$ cat src/rtl/flow_bus_serializer_var.sv
// Wide-to-narrow flow-bus serializer: one DATA_NUM-lane word in, up to DATA_NUM lanes out,
// with a per-word lane count, selectable lane order and first/last framing.
module flow_bus_serializer_var #(
    parameter int DATA_WIDTH = 8,
    parameter int DATA_NUM   = 4,
    parameter int CNT_WIDTH  = 3,
    parameter int MSB_FIRST  = 0,
    parameter int USE_ENABLE = 1
) (
    input  logic                           clk,
    input  logic                           rst,
    input  logic                           enable,
    input  logic                           up_valid,
    output logic                           up_ready,
    input  logic [DATA_WIDTH*DATA_NUM-1:0] up_data,
    input  logic [CNT_WIDTH-1:0]           up_count,
    input  logic                           up_last,
    output logic                           down_valid,
    input  logic                           down_ready,
    output logic [DATA_WIDTH-1:0]          down_data,
    output logic                           down_first,
    output logic                           down_last,
    output logic                           busy
);

    typedef enum logic {IDLE, SHIFT} state_t;

    state_t                          state;
    logic [DATA_WIDTH*DATA_NUM-1:0]  hold;
    logic [CNT_WIDTH-1:0]            idx;
    logic [CNT_WIDTH-1:0]            n_eff;
    logic                            held_last;

    logic                            en_eff;
    logic                            final_lane;
    logic                            accept;
    logic [CNT_WIDTH-1:0]            up_n;
    logic [CNT_WIDTH-1:0]            idx_next;

    assign en_eff     = enable | (USE_ENABLE == 0);
    assign final_lane = (idx == n_eff - CNT_WIDTH'(1));
    assign idx_next   = idx + CNT_WIDTH'(1);

    // A new word can land while the last lane of the current one is leaving, so back-to-back
    // words stream without a bubble; down_ready is the only combinational input here.
    assign up_ready = en_eff & ((state == IDLE) | ((state == SHIFT) & down_ready & final_lane));
    assign accept   = up_valid & up_ready;

    assign up_n = ((up_count == '0) || (up_count > CNT_WIDTH'(DATA_NUM)))
                  ? CNT_WIDTH'(DATA_NUM) : up_count;

    function automatic logic [DATA_WIDTH-1:0] lane(
        input logic [DATA_WIDTH*DATA_NUM-1:0] word,
        input logic [CNT_WIDTH-1:0]           i
    );
        int sel;
        sel = (MSB_FIRST != 0) ? (DATA_NUM - 1 - int'(i)) : int'(i);
        return word[sel*DATA_WIDTH +: DATA_WIDTH];
    endfunction

    // Outputs are registered and computed one step ahead from the lane about to be presented.
    always_ff @(posedge clk or posedge rst) begin
        if (rst) begin
            state      <= IDLE;
            hold       <= '0;
            idx        <= '0;
            n_eff      <= '0;
            held_last  <= 1'b0;
            down_valid <= 1'b0;
            down_data  <= '0;
            down_first <= 1'b0;
            down_last  <= 1'b0;
            busy       <= 1'b0;
        end else if (accept) begin
            state      <= SHIFT;
            hold       <= up_data;
            idx        <= '0;
            n_eff      <= up_n;
            held_last  <= up_last;
            down_valid <= 1'b1;
            down_data  <= lane(up_data, '0);
            down_first <= 1'b1;
            down_last  <= up_last & (up_n == CNT_WIDTH'(1));
            busy       <= 1'b1;
        end else if ((state == SHIFT) && down_ready) begin
            if (!final_lane) begin
                idx        <= idx_next;
                down_data  <= lane(hold, idx_next);
                down_first <= 1'b0;
                down_last  <= held_last & (idx_next == n_eff - CNT_WIDTH'(1));
            end else begin
                state      <= IDLE;
                down_valid <= 1'b0;
                down_data  <= '0;
                down_first <= 1'b0;
                down_last  <= 1'b0;
                busy       <= 1'b0;
            end
        end
    end

endmodule

$ cat config.mk
export PLATFORM = sky130hd
export DESIGN_NAME = flow_bus_serializer_var
export DESIGN_NICKNAME = d
export VERILOG_FILES = /design/src/rtl/flow_bus_serializer_var.sv
export SDC_FILE = /design/constraint.sdc
export NUM_CORES = 1
export LEC_CHECK = 0
export BUFFER_PORTS_ARGS = -buffer_cell sky130_fd_sc_hd__buf_4
export CAP_MARGIN = 10
export CELL_PAD_IN_SITES_DETAIL_PLACEMENT = 0
export CELL_PAD_IN_SITES_GLOBAL_PLACEMENT = 1
export CORE_UTILIZATION = 41
export CTS_CLUSTER_DIAMETER = 200
export DETAILED_ROUTE_END_ITERATION = 12
export HOLD_SLACK_MARGIN = 0.15
export PLACE_DENSITY_LB_ADDON = 0.1
export SLEW_MARGIN = 20
export SYNTH_ARGS = -nofsm -noshare
export SYNTH_HDL_FRONTEND = slang
export SYNTH_SLANG_ARGS = --single-unit
$ cat constraint.sdc
create_clock -name clk -period 2.4 [get_ports clk]
set_input_delay 0.48 -clock clk [delete_from_list [all_inputs] [get_ports clk]]
set_output_delay 0.48 -clock clk [all_outputs]
set_load 0.02 [all_outputs]
**Yosys cells after proc, flatten, opt, wreduce, memory -nomap -nowiden**

Index checks and enable logic that the tools add are counted.

- Output and inout bits: 13
- Memory bits (writable): 0
- Memory bits (read-only): 0
- Latch bits: 0
- Memories: 0
- Flip-flop bits (word level): 50

- Bitwise gates (word level): 8
- Magnitude comparators: 1
- Div/mod/pow operators: 0
- Shift operators: 1
- Multipliers: 0
- Reductions and logical operators: 7
- Muxes and demuxes: 15
- Add/sub/neg operators: 2
- Equality and inequality tests: 4

Operator list:

| cell | count |
|---|---|
| $shiftx 32x7->8 | 1 |
| $mux 8 | 3 |
| $mux 3 | 4 |
| $mux 1 | 8 |
| $and 1x1->1 | 6 |
| $eq 3x3->1 | 2 |
| $reduce_and 2->1 | 2 |
| $reduce_bool 2->1 | 2 |
| $add 3x1->3 const B | 1 |
| $eq 3x1->1 const B | 1 |
| $gt 3x3->1 const B | 1 |
| $logic_not 3->1 | 1 |
| $sub 3x1->3 const B | 1 |
| $ne 2x1->1 const B | 1 |
| $logic_and 1x1->1 | 1 |
| $logic_or 1x1->1 | 1 |
| $not 1->1 | 1 |
| $or 1x1->1 | 1 |

**Depth between registers and ports, before layout**

Gate-level depths: netlist of run 1.

- Word-level depth: 8
- Gate-level depth with buffers: 8

**Worst setup path after synthesis of run 1**

OpenSTA, ideal clock, no wires.

- Path kind: register to output
- Start point: register n_eff[0]
- End point: output port up_ready
- Arrival time: 1630 ps
- Slack: 290 ps
- Stages on the path, launching flop included: 7
- Data required time: 1920 ps
- Cell sequence: dfrtp_1 -> inv_1 -> ha_1 -> xor2_2 -> nand4_1 -> nand2_1 -> and2_1

- Longest elaborated chain between the ends: 5

RTL lines:

| element | RTL line | text |
|---|---|---|
| start, declared | 31 | `logic [CNT_WIDTH-1:0] n_eff;` |
| start signal, assigned | 78 | `n_eff <= up_n;` |
| $sub 3x1->3 | 41 | `assign final_lane = (idx == n_eff - CNT_WIDTH'(1));` |
| $eq 3x3->1 | 41 |  |
| $and 1x1->1 | 46 | `assign up_ready = en_eff & ((state == IDLE) \| ((state == SHIFT) & down_ready & final_lane));` |
| $or 1x1->1 | 46 |  |
| $and 1x1->1 | 46 |  |
| end, declared | 14 | `output logic up_ready,` |

Every way passes these cells.

**Worst setup path after layout of run 1**

Same ends and word-level chain as after synthesis.

==> results of run 1 <==
[layer usage]
layer	GRT usage	up-vias	part of all wire
met5	0	-	0
met2	0.2939	38	0.46
met1	0.2624	829	0.50
li1	-	883	-
met4	0.05000	0	0.0099
met3	0.03837	5	0.037
[final timing paths]
check	start	to	slack (ps)	cells past startpoint
min in group clk	up_data[29]	hold[29]$_DFFE_PP0P_	360	3
max in group asynchronous	rst	hold[6]$_DFFE_PP0P_	1650	3
worst min register to register	hold[3]$_DFFE_PP0P_	hold[3]$_DFFE_PP0P_	470	2
worst max-delay path	n_eff[0]$_DFFE_PP0P_	up_ready	150	7
worst min-delay path	rst	hold[9]$_DFFE_PP0P_	220	2
worst max register to register	idx[1]$_DFFE_PP0P_	down_data[4]$_DFFE_PP0P_	350	4
[report_power, final]
part / switching, uW / total [uW] / internal (uW)
Sequential: 216 / 1440 / 1220
Combinational: 991 / 1940 / 952
Clock: 275 / 586 / 311
Total: 1480 / 3970 / 2480
[cell type report]
type	instances	share of cell area
multi-input combinational	165	0.3449
timing repair buffer	65	0.1698
tap	72	0.02981
clock buffer	6	0.02402
sequential	50	0.4141
inverter	4	0.004969
clock inverter	2	0.01242
[critical path: stages (launching register included)]
cell and delay (ps):
sky130_fd_sc_hd__dfrtp_1 350, sky130_fd_sc_hd__inv_1 60, sky130_fd_sc_hd__ha_1 390, sky130_fd_sc_hd__xor2_4 220, sky130_fd_sc_hd__nand4_1 110, sky130_fd_sc_hd__nand2_1 90
sky130_fd_sc_hd__and2_1 120, sky130_fd_sc_hd__buf_4 130
[per-stage QoR]
stage	power [uW]	hold WS, ps	util
floorplan	2818	439.7	-
CTS	3950	239.4	0.5380
global placement	3285	452.6	0.5149
detailed placement	3323	458.5	0.5149
global route	4312	256.3	0.5421
finish	3966	222.8	0.5421
[synth_stat cells]
library cell | instances | share of area
sky130_fd_sc_hd__xnor2_1 | 1 | 0.0037
sky130_fd_sc_hd__o21ai_1 | 8 | 0.017
sky130_fd_sc_hd__nor2_1 | 3 | 0.0047
sky130_fd_sc_hd__xnor3_2 | 1 | 0.0099
sky130_fd_sc_hd__xor2_1 | 3 | 0.011
sky130_fd_sc_hd__inv_1 | 4 | 0.0063
sky130_fd_sc_hd__nand2_1 | 106 | 0.17
sky130_fd_sc_hd__buf_6 | 5 | 0.024
sky130_fd_sc_hd__nor4bb_1 | 1 | 0.0042
sky130_fd_sc_hd__a311oi_4 | 1 | 0.011
sky130_fd_sc_hd__and3b_1 | 1 | 0.0037
sky130_fd_sc_hd__a21oi_1 | 1 | 0.0021
sky130_fd_sc_hd__nand4_1 | 2 | 0.0052
sky130_fd_sc_hd__a22oi_1 | 8 | 0.025
sky130_fd_sc_hd__buf_2 | 3 | 0.0063
sky130_fd_sc_hd__nand3_1 | 1 | 0.0021
sky130_fd_sc_hd__and2_1 | 1 | 0.0026
sky130_fd_sc_hd__a41o_1 | 1 | 0.0042
sky130_fd_sc_hd__clkbuf_1 | 2 | 0.0031
sky130_fd_sc_hd__xor2_4 | 1 | 0.012
sky130_fd_sc_hd__or2_2 | 1 | 0.0026
sky130_fd_sc_hd__o21ai_0 | 3 | 0.0063
sky130_fd_sc_hd__mux2i_1 | 1 | 0.0042
sky130_fd_sc_hd__mux4_2 | 8 | 0.075
sky130_fd_sc_hd__ha_1 | 3 | 0.016
sky130_fd_sc_hd__dfrtp_1 | 50 | 0.52
sky130_fd_sc_hd__nand3b_1 | 3 | 0.0094
sky130_fd_sc_hd__buf_4 | 2 | 0.0063
sky130_fd_sc_hd__and3_1 | 1 | 0.0026
sky130_fd_sc_hd__a21bo_2 | 1 | 0.0042
sky130_fd_sc_hd__o211ai_1 | 1 | 0.0031
sky130_fd_sc_hd__a31oi_2 | 1 | 0.0052
sky130_fd_sc_hd__a41oi_4 | 1 | 0.012
sky130_fd_sc_hd__xor2_2 | 1 | 0.0068
[cells by family (layout without fill, tap and decap cells)]
kind of cell,after synthesis,count (layout),share of synthesized area
compound gates,26,26,0.08948
xor+xnor,7,7,0.04291
fa+ha+maj,3,3,0.01570
buf+inv,16,77,0.04552
flops,50,50,0.5233
mux,9,9,0.07954
simple gates,120,120,0.2036
[registers in the layout (all words and copies together), names as in the netlist]
signal      cells
n_eff           3
idx             3
down_data       8
down_first      1
hold           32
down_last       1
held_last       1
state           1
[repair_timing]
item                       CTS  global route
gates cloned                 0             0
setup endpoints to repair    1             1
pin swaps                    1             1
resized for setup            1             0
buffers inserted             1             3
==> reports/results.txt, run 1 <==
The tools report the sequential area share after synthesis as 0.5233. Once detail routing completed, the nets flagged for antenna violations numbered 0. Clock sink count: 50. Counting the fill cells in the layout gives 535.

The detail-routed via count per cell came out at 4.821. The run gives 8749 um as the global-route wire length before repair. After clock tree synthesis, the clock-pin slew on the worst setup and hold paths is 90 ps. Setup violations remaining at the end of the flow were counted as 0. The maximum number of buffers from clock root to sink came out at 2. The total overflow left after global routing is 0. The number of hold-slack violations in the final timing report was 0; the post-placement worst setup slack was 181.4 ps.

The tools report the largest net degree at the start of global routing as 42. The logs give 2870 um2 for the total cell area at the placement stage and 1,755 for the routed via count. The tools report the starting density of the core as 0.4290. For the cell area after technology mapping, the log shows 2391 um2. The critical path data arrival time is 1770 ps, and the worst slew margin relative to its limit is 0.6220. Synthesis produced a netlist whose cell count is 231. The flow ran to the end, and the final reports show no timing, DRC or antenna violations.

At the pin with the least slew margin, the transition time is 566.9 ps. The run gives 0 as the initial antenna violation count. Worst min-delay path category: in -> async. The total global routing track utilization is 0.1865.

The horizontal extent of the die is 78.37 um, and the via count of the first global-routing pass is 1,859. In this run the core area contains 27 standard-cell rows. Compared with the post-synthesis result, the final layout area differs by 26.37%.

The synthesized area divided by synthesized cell count works out to 10.35 um2. For the DRC marker count from the first detailed-route iteration, the log shows 75. Clock tree synthesis selected as its root buffer the cell sky130_fd_sc_hd__clkbuf_8.

After floorplanning, the core was sized to cover 5574 um2. The number of nets handed over by synthesis was 275. The run gives 4848 um as the total wirelength of the detailed-routed design. The startpoint-to-endpoint class of the critical path was reg -> out.

For this design, the CTS-stage hold fixing added 0 buffers. Pin placement for this block handled 54 I/O pins. The largest voltage drop on the vdd net came out at 0.5242 mV. Setup repair after global routing left no endpoint under its margin.

The data required time of the critical path was 1920 ps; the number of I/O port buffers was 53. The post-route setup TNS is 0 ps, and the flip-flop and latch count after synthesis is 50. The die outline height was 78.37 um; the number of clock buffers inserted by TritonCTS was 5. The non-filler instance count after layout was 364; the H-tree depth reported by CTS was 2. TritonCTS built the clock tree. The leading cell type in the layout, fill and taps excluded is sky130_fd_sc_hd__nand2_1. The length of the first detailed-routing pass in iterations is 4, and the number of distinct library cells after synthesis is 34. The leakage power came out at 0.001539 uW. In the layout the commonest cells are sky130_fd_sc_hd__nand2_1 (106), sky130_fd_sc_hd__buf_4 (63), sky130_fd_sc_hd__dfrtp_1 (50). For this run, the number of Yosys warnings is 0.

The fraction of final layout cells sized beyond drive strength 1 is 0.3048, and the post-layout worst setup margin is 151.1 ps. For the final database, setup skew stands at 5.747 ps. The final clock period utilization by the worst path was 0.9370; the area taken by flip-flops and latches was 1251 um2.

Type of origin of the critical path: a flop. The logs give 1042 um2 for the area occupied by multi-input gates and 0 for the number of design rule violations left after detail routing. The tools report the endpoint kind of the worst setup timing path as an output pin. The wire length per cell after detailed routing is 13.32 um, and the total non-filler cell area in the finished layout is 3022 um2.

The routed design could run at a clock period as short as 2249 ps. The net count of the finished layout is 335, and the highest achievable clock rate is 444.7 MHz. In this run the worst path has a maximum fanout of 5. The die area was 6141 um2.

Counting tap cells, the placed design contains a total of 352 instances. Max-cap violations in this run came to 0. Dividing total power by cell area gives a power density of 1313 nW/um2. The logs give 0 for the number of max-slew violations in the final report and 300 ps for the insertion delay to the later sink of the worst-skew pair.

The congestion estimate from routability-driven global placement came to 0.7334. The run gives 0 as the antenna diode instance count. Detailed placement ended at an HPWL of 3365 um.
Note: power is estimated with default switching activity, not from simulation.
==> inputs of run 2 (changes only) <==
CORE_UTILIZATION = 43   (was 41)
CTS_BUF_LIST = sky130_fd_sc_hd__clkbuf_2 sky130_fd_sc_hd__clkbuf_4 sky130_fd_sc_hd__clkbuf_8   (was not set)
REMOVE_ABC_BUFFERS = 1   (was not set)
SETUP_SLACK_MARGIN = 0.3   (was not set)
==> run 2 against run 1 <==
Compared with the run above: clock skew about the same; utilization increased by 4.1 points; sequential share of layout area fell by 0.37 points; die area down 4.5%; hold slack improved by 140 ps; first-iteration DRC count rose by 37%; via count increased by 2.8%; largest power group unchanged; flip-flop and latch count stayed put; largest cell class unchanged; total power is 0.71% higher; combinational power is 3% higher.
==> reports/results.txt, run 2 (same netlist as run 1, synthesis figures left out) <==
Type of origin of the critical path: a flop. The data required time of the critical path is 1920 ps. The switching fraction of total power is 0.3771. The endpoint kind of the worst setup timing path was an output pin. For the post-placement worst setup slack, the log shows 175.8 ps. The wire length per cell after detailed routing was 13.25 um.

The number of max-slew violations in the final report was 0; the final worst clock skew was 6.207 ps. At the pin with the least slew margin, the transition time is 566.9 ps. The final clock period utilization by the worst path was 0.8697; the total global routing track utilization was 0.1828.

The combined buffer and inverter count along the critical path works out to 2. The initial antenna violation count is 0, and the power per unit of standard cell area is 1309 nW/um2. The floorplan step defined a die boundary enclosing 5863 um2. Traced cell by cell, the critical path runs through inv_2, ha_4, xor2_4, nand4_1, nand2_1, and2_4, buf_6.

The logic gate share of total power is 0.498, and the number of flip-flops under the largest register name is 32. The tools report the half-perimeter wire length after detailed placement as 3321 um. The run gives 0 ps as the post-route setup TNS. The worst hold path passes through 3 cells. Starting density of the core: 0.4565. During I/O placement, the number of pins put on the boundary was 54.

The run finished with clean final reports. The design draws 3994 uW. The initialized floorplan defines 26 standard-cell rows. The largest single stage delay on the critical path is 380 ps. After filler insertion, the fill cell instance count of the layout stands at 469. The run gives 2 as the maximum number of buffers from clock root to sink.

The die outline height was 76.57 um. From synthesis to final layout, the design area changed by 27.63%. The startpoint-to-endpoint class of the critical path is reg -> out. Source of the critical timing path: n_eff[0]$_DFFE_PP0P_. IR analysis of the VDD net gives a maximum drop of 0.5939 mV. The reg-to-reg endpoint is down_data[4]$_DFFE_PP0P_. Routability-driven placement finished with a final weighted congestion of 0.7601. Clock-pin slew was measured on the worst setup and hold paths at 90 ps. The largest registers in the layout are hold x32, down_data x8. Derived from the worst setup path, the maximum achievable clock frequency is 479.1 MHz.

TritonCTS built the clock tree. The clock period could shrink to 2087 ps. Setup violations remaining at the end of the flow were counted as 0. In this run the worst path has a maximum fanout of 2. The logic depth of the worst register-to-register path is 7.

The first detailed-routing pass ran for 4 iterations. Dividing the detail-routed via count by the number of cells gives 4.956. The number of clock buffers inserted by TritonCTS is 5, and the H-tree depth reported by CTS is 2.

The run gives 0.6221 as the worst slew margin relative to its limit. From left edge to right edge, the die measures 76.57 um. Start of the worst register-to-register path: n_eff[0]$_DFFE_PP0P_. The insertion delay to the later sink of the worst-skew pair came out at 300 ps.

The detailed router finished its first iteration with 103 violations. Net count of the finished layout: 337. The worst min-delay path category was in -> reg. Gate family responsible for the most delay along the worst path: flip-flops. Setup repair after global routing could not meet its margin everywhere. The repair_antennas step left the layout with diodes totalling 0.

Once detail routing completed, the nets flagged for antenna violations numbered 0. The final-layout worst hold slack is 360.4 ps. The worst hold path terminates at hold[10]$_DFFE_PP0P_. The core region is 5238 um2. Number of hold-slack violations in the final timing report: 0. The cell sitting at the root of the clock tree is a sky130_fd_sc_hd__clkbuf_8. The fraction of final layout cells sized beyond drive strength 1 came out at 0.3265. Non-filler instance count after layout: 364. The largest register by flop count is hold.

For this run, design rule violations remaining after detail routing come to 0. Data on the critical path arrives at its endpoint at 1610 ps. On the critical path, the stage with the largest delay is an instance of sky130_fd_sc_hd__dfrtp_2. Entering global routing, the biggest net connects 37 pins.

The proportion of power drawn by the clock network is 0.136. The tools report the reg2reg setup slack as 470 ps. The library cells used most frequently in the layout, excluding fill and tap cells, are sky130_fd_sc_hd__nand2_1 (106), sky130_fd_sc_hd__buf_4 (63), sky130_fd_sc_hd__dfrtp_1 (49).

Total wirelength of the detailed-routed design: 4824 um. Counting tap cells, the placed design contains a total of 352 instances. For the internal portion of total power, the log shows 2488 uW. For the via count of the first global-routing pass, the log shows 1,751.

For the clock sink count, the log shows 50. Leading cell type in the layout, fill and taps excluded: sky130_fd_sc_hd__nand2_1. The tools report the start point of the worst hold path as up_data[10]. Across the run, the number of max-cap violations was 0. For the switching component of the power, the log shows 1506 uW. The number of I/O port buffers was 53; the global-route wire length before repair was 8307 um. The post-layout worst setup margin was 312.7 ps; the register share of total power was 0.366.

The run gives 0.001555 uW as the leakage power. The routed via count came out at 1,804. Global routing finished with a remaining overflow of 0.
run 2: cell count changes in the layout (fill, tap and decap cells not counted), sizes merged:
cell         previous run  this run
buf                    65        66
dlygate4sd3             0         1
clkinv                  0         1
bufinv                  1         0
clkinvlp                1         0
clkbuf                  6         7
run 2: layout make-up:
| type | instances | area [um2] | area share |
|---|---|---|---|
| Multi-Input combinational cell | 165 | 1057 | 0.3465 |
| Inverter | 4 | 15.01 | 0.004920 |
| Clock buffer | 7 | 96.34 | 0.03157 |
| Timing Repair Buffer | 67 | 534.3 | 0.1751 |
| Sequential cell | 50 | 1252 | 0.4104 |
| Tap cell | 70 | 87.58 | 0.02870 |
| Clock inverter | 1 | 8.758 | 0.002870 |
run 2: how the worst max path moves through the flow:
stage / end / slack, ps / depth (start not counted)
2_1_floorplan: down_last$_DFFE_PP0P_ / -80 / 6
3_3_place_gp: up_ready / 220 / 7
3_5_place_dp: up_ready / 180 / 7
4_1_cts: up_ready / 300 / 7
5_1_grt: up_ready / 210 / 7
6_report: up_ready / 310 / 7
run 2: per-layer routing:
| metal | track usage | routed length, um |
|---|---|---|
| met1 | 0.2543 | 2239 |
| met2 | 0.2865 | 2369 |
| met3 | 0.04192 | 171 |
| met4 | 0.05192 | 43 |
| met5 | 0 | 0 |
run 2: power by group through the flow:
stage	clock, uW	sequential [uW]	combinational (uW)
2_1_floorplan	0	1530	1210
3_3_place_gp	0	1480	1860
3_5_place_dp	0	1480	1890
4_1_cts	560	1470	2010
5_1_grt	595	1510	2200
6_report	545	1460	1990
run 2: what timing repair did:
action	4_1_cts	5_1_grt
hold endpoints to repair	6	0
endpoints found under the setup margin	9	1
hold buffers	1	0
pin swaps	4	1
setup buffers	3	0
resized for setup	7	1
run 2: worst register-to-register path, cell delays in order, from the launching register on:
cell                       delay, ps
sky130_fd_sc_hd__dfrtp_2         420
sky130_fd_sc_hd__inv_2            70
sky130_fd_sc_hd__ha_4            220
sky130_fd_sc_hd__xor2_4          150
sky130_fd_sc_hd__buf_4           170
sky130_fd_sc_hd__a311oi_4        530
sky130_fd_sc_hd__a22oi_1         150
sky130_fd_sc_hd__o21ai_1         150
run 2: per-stage QoR:
| stage | instance area, um2 | util |
|---|---|---|
| 2_1_floorplan | 2297 | - |
| 3_3_place_gp | 2883 | 0.5504 |
| 6_report | 3052 | 0.5827 |
| 3_5_place_dp | 2883 | 0.5504 |
| 4_1_cts | 3049 | 0.5822 |
| 5_1_grt | 3052 | 0.5827 |
==> inputs of run 3 (changes only) <==
RECOVER_POWER = 100   (was not set)
==> run 3 against run 2 <==
Compared with the run above: critical path depth stayed put; sequential share of layout area is 1.1 points higher; final area is 2.7% lower; via count is 0.22% higher; first-iteration DRC count is 18% higher; count of clock-buffer cells in the layout stayed put; cell count stayed put; critical path type unchanged.
==> reports/results.txt, run 3 (same netlist as run 1, synthesis figures left out) <==
Boundary pin count: 54. The path class of the tightest hold or removal check is in -> reg. The tools report the final worst clock skew as 6.091 ps. The residual overflow from global routing is 0. The number of design rule violations left after detail routing was 0. The global placement routability congestion is 0.7601. The endpoint kind of the worst setup timing path was an output pin.

Final clock period utilization by the worst path: 0.8892. The tools report the clock sink count as 50. The fraction of final layout cells sized beyond drive strength 1 was 0.2619; the number of flip-flops under the largest register name was 32. The peak fanout along the critical path works out to 2.

The transition time at the pin with the least slew margin works out to 868.4 ps. TritonCTS built the clock tree. Measured in cells, the most critical reg-to-reg path has a length of 8. With fillers left out, the area of the finished cells amounts to 2969 um2. The minimum period implied by the final worst setup slack came out at 2134 ps.

The via count of the first global-routing pass was 1,751; the length of the first detailed-routing pass in iterations was 4. The type of origin of the critical path is a flop. The starting density of the core is 0.4565, and the delay of the slowest critical-path stage is 410 ps. In the final routed layout, each cell accounts on average for 13.30 um.

The total global routing track utilization is 0.1828, and the register clock-pin slew on the reported worst setup and hold paths is 90 ps. The leading cell type in the layout, fill and taps excluded is sky130_fd_sc_hd__nand2_1. The logs give 2883 um2 for the total cell area at the placement stage and 0 for the number of nets with antenna violations after detailed routing.

Setup repair after global routing could not meet its margin everywhere. The initial antenna violation count is 0, and the largest voltage drop on the vdd net is 0.5648 mV. In this run the static leakage power is 0.001496 uW.

At the later pin of the worst-skew pair, clock insertion delay measures 300 ps. The run gives 0 as the antenna diode instance count. The floorplan has 26 rows.

The global-route wire length before repair came out at 8307 um. The flow ran to the end, and the final reports show no timing, DRC or antenna violations. The tools report the maximum number of buffers from clock root to sink as 2. The critical path goes through inv_1, ha_4, xnor3_2, nand4_1, nand2_1, and2_0, buf_6. The largest registers in the layout are hold x32, down_data x8. Overall power consumption after layout is estimated at 3833 uW. The detail-routed via count per cell was 4.967. In this run, CTS created clock tree buffers numbering 5. Across all hold checks on the routed design, the worst slack comes to 360.8 ps. The die covers 5863 um2. The tools report the number of hold-slack violations in the final timing report as 0. CTS built an H-tree with a depth of 2.

The signed area change from the synthesized netlist to the final layout was 24.18%. The worst hold path passes through 3 cells. The wire-length estimate of the detail-placed layout is 3321 um. The first routing iteration left 122 violations.

The critical path crosses 7 cells after its start point. The register with the most flip-flops in the final layout is hold. Entering global routing, the biggest net connects 37 pins. The setup check on the worst reg-to-reg path leaves a slack of 330 ps. The final number of setup-violating endpoints was 0; the power per unit of standard cell area was 1291 nW/um2. The worst-path cell with the longest stage delay is sky130_fd_sc_hd__dfrtp_2.

The net count of the finished layout is 337. The final route contains 1,808 vias. The die is 76.57 um wide. For the worst setup path, the data arrival time is 1650 ps.

The run gives 0.4211 as the worst slew margin relative to its limit. In the layout the commonest cells are sky130_fd_sc_hd__nand2_1 (106), sky130_fd_sc_hd__dfrtp_1 (49), sky130_fd_sc_hd__buf_4 (47). The number of max-slew violations in the final report came out at 0. The data required time of the critical path is 1920 ps, and the total wirelength of the detailed-routed design is 4840 um. Input and output buffers added on the ports amount to 53. Max-cap violations in this run came to 0. The root buffer cell chosen for the clock tree is sky130_fd_sc_hd__clkbuf_8.

Gate family responsible for the most delay along the worst path: flip-flops. Timing would allow up to 468.6 MHz. The startpoint-to-endpoint class of the critical path is reg -> out. The die outline height is 76.57 um. The core area is 5238 um2, and the combined buffer and inverter count along the critical path is 2.
-- run 3: area by class of cell --
type                       instances  area, um2
clock inverter                     1      8.758
sequential                        50       1252
clock buffer                       7      96.34
tap                               70      87.58
multi-input combinational        165       1030
fill                             486       2268
timing repair buffer              67      479.2
inverter                           4      15.01
-- run 3: routing by layer --
| metal | GRT usage | vias up | wire length [um] |
|---|---|---|---|
| met5 | 0 | - | 0 |
| met4 | 0.05192 | 0 | 43 |
| met3 | 0.04192 | 5 | 188 |
| met2 | 0.2865 | 40 | 2371 |
| met1 | 0.2543 | 877 | 2237 |
| li1 | - | 886 | - |
-- run 3: where the power goes --
part	internal (uW)	leakage (uW)	switching, uW
Combinational	888	0.000813	945
Clock	265	0.0000544	279
Sequential	1220	0.000629	234
-- run 3: metrics by stage --
stage	cells	util	setup TNS [ps]	setup slack [ps]
finish	364	0.5669	0	266.0
global route	364	0.5669	0	131.8
CTS	364	0.5822	0	300.5
detailed placement	352	0.5504	0	175.8
global placement	352	0.5504	0	219.6
floorplan	219	-	-1032	-76.45
-- run 3: timing repair --
item | in CTS | in global routing
hold buffers | 1 | 0
endpoints found under the setup margin | 9 | 1
pin swaps | 4 | 1
setup buffers | 3 | 0
endpoints found under the hold margin | 6 | 0
resized for setup | 7 | 1
-- run 3: path summary, 6_finish.rpt --
| check | startpoint | to |
|---|---|---|
| max in group asynchronous | rst | n_eff[0]$_DFFE_PP0P_ |
| min reg2reg | hold[2]$_DFFE_PP0P_ | hold[2]$_DFFE_PP0P_ |
| min | up_data[10] | hold[10]$_DFFE_PP0P_ |
| min in group asynchronous | rst | hold[21]$_DFFE_PP0P_ |
| max reg2reg | n_eff[0]$_DFFE_PP0P_ | n_eff[2]$_DFFE_PP0P_ |
| max | n_eff[0]$_DFFE_PP0P_ | up_ready |
-- run 3: tightest hold or removal path: stages --
cell and delay [ps]:
sky130_fd_sc_hd__buf_4 70, sky130_fd_sc_hd__nand2_1 40, sky130_fd_sc_hd__nand2_1 40
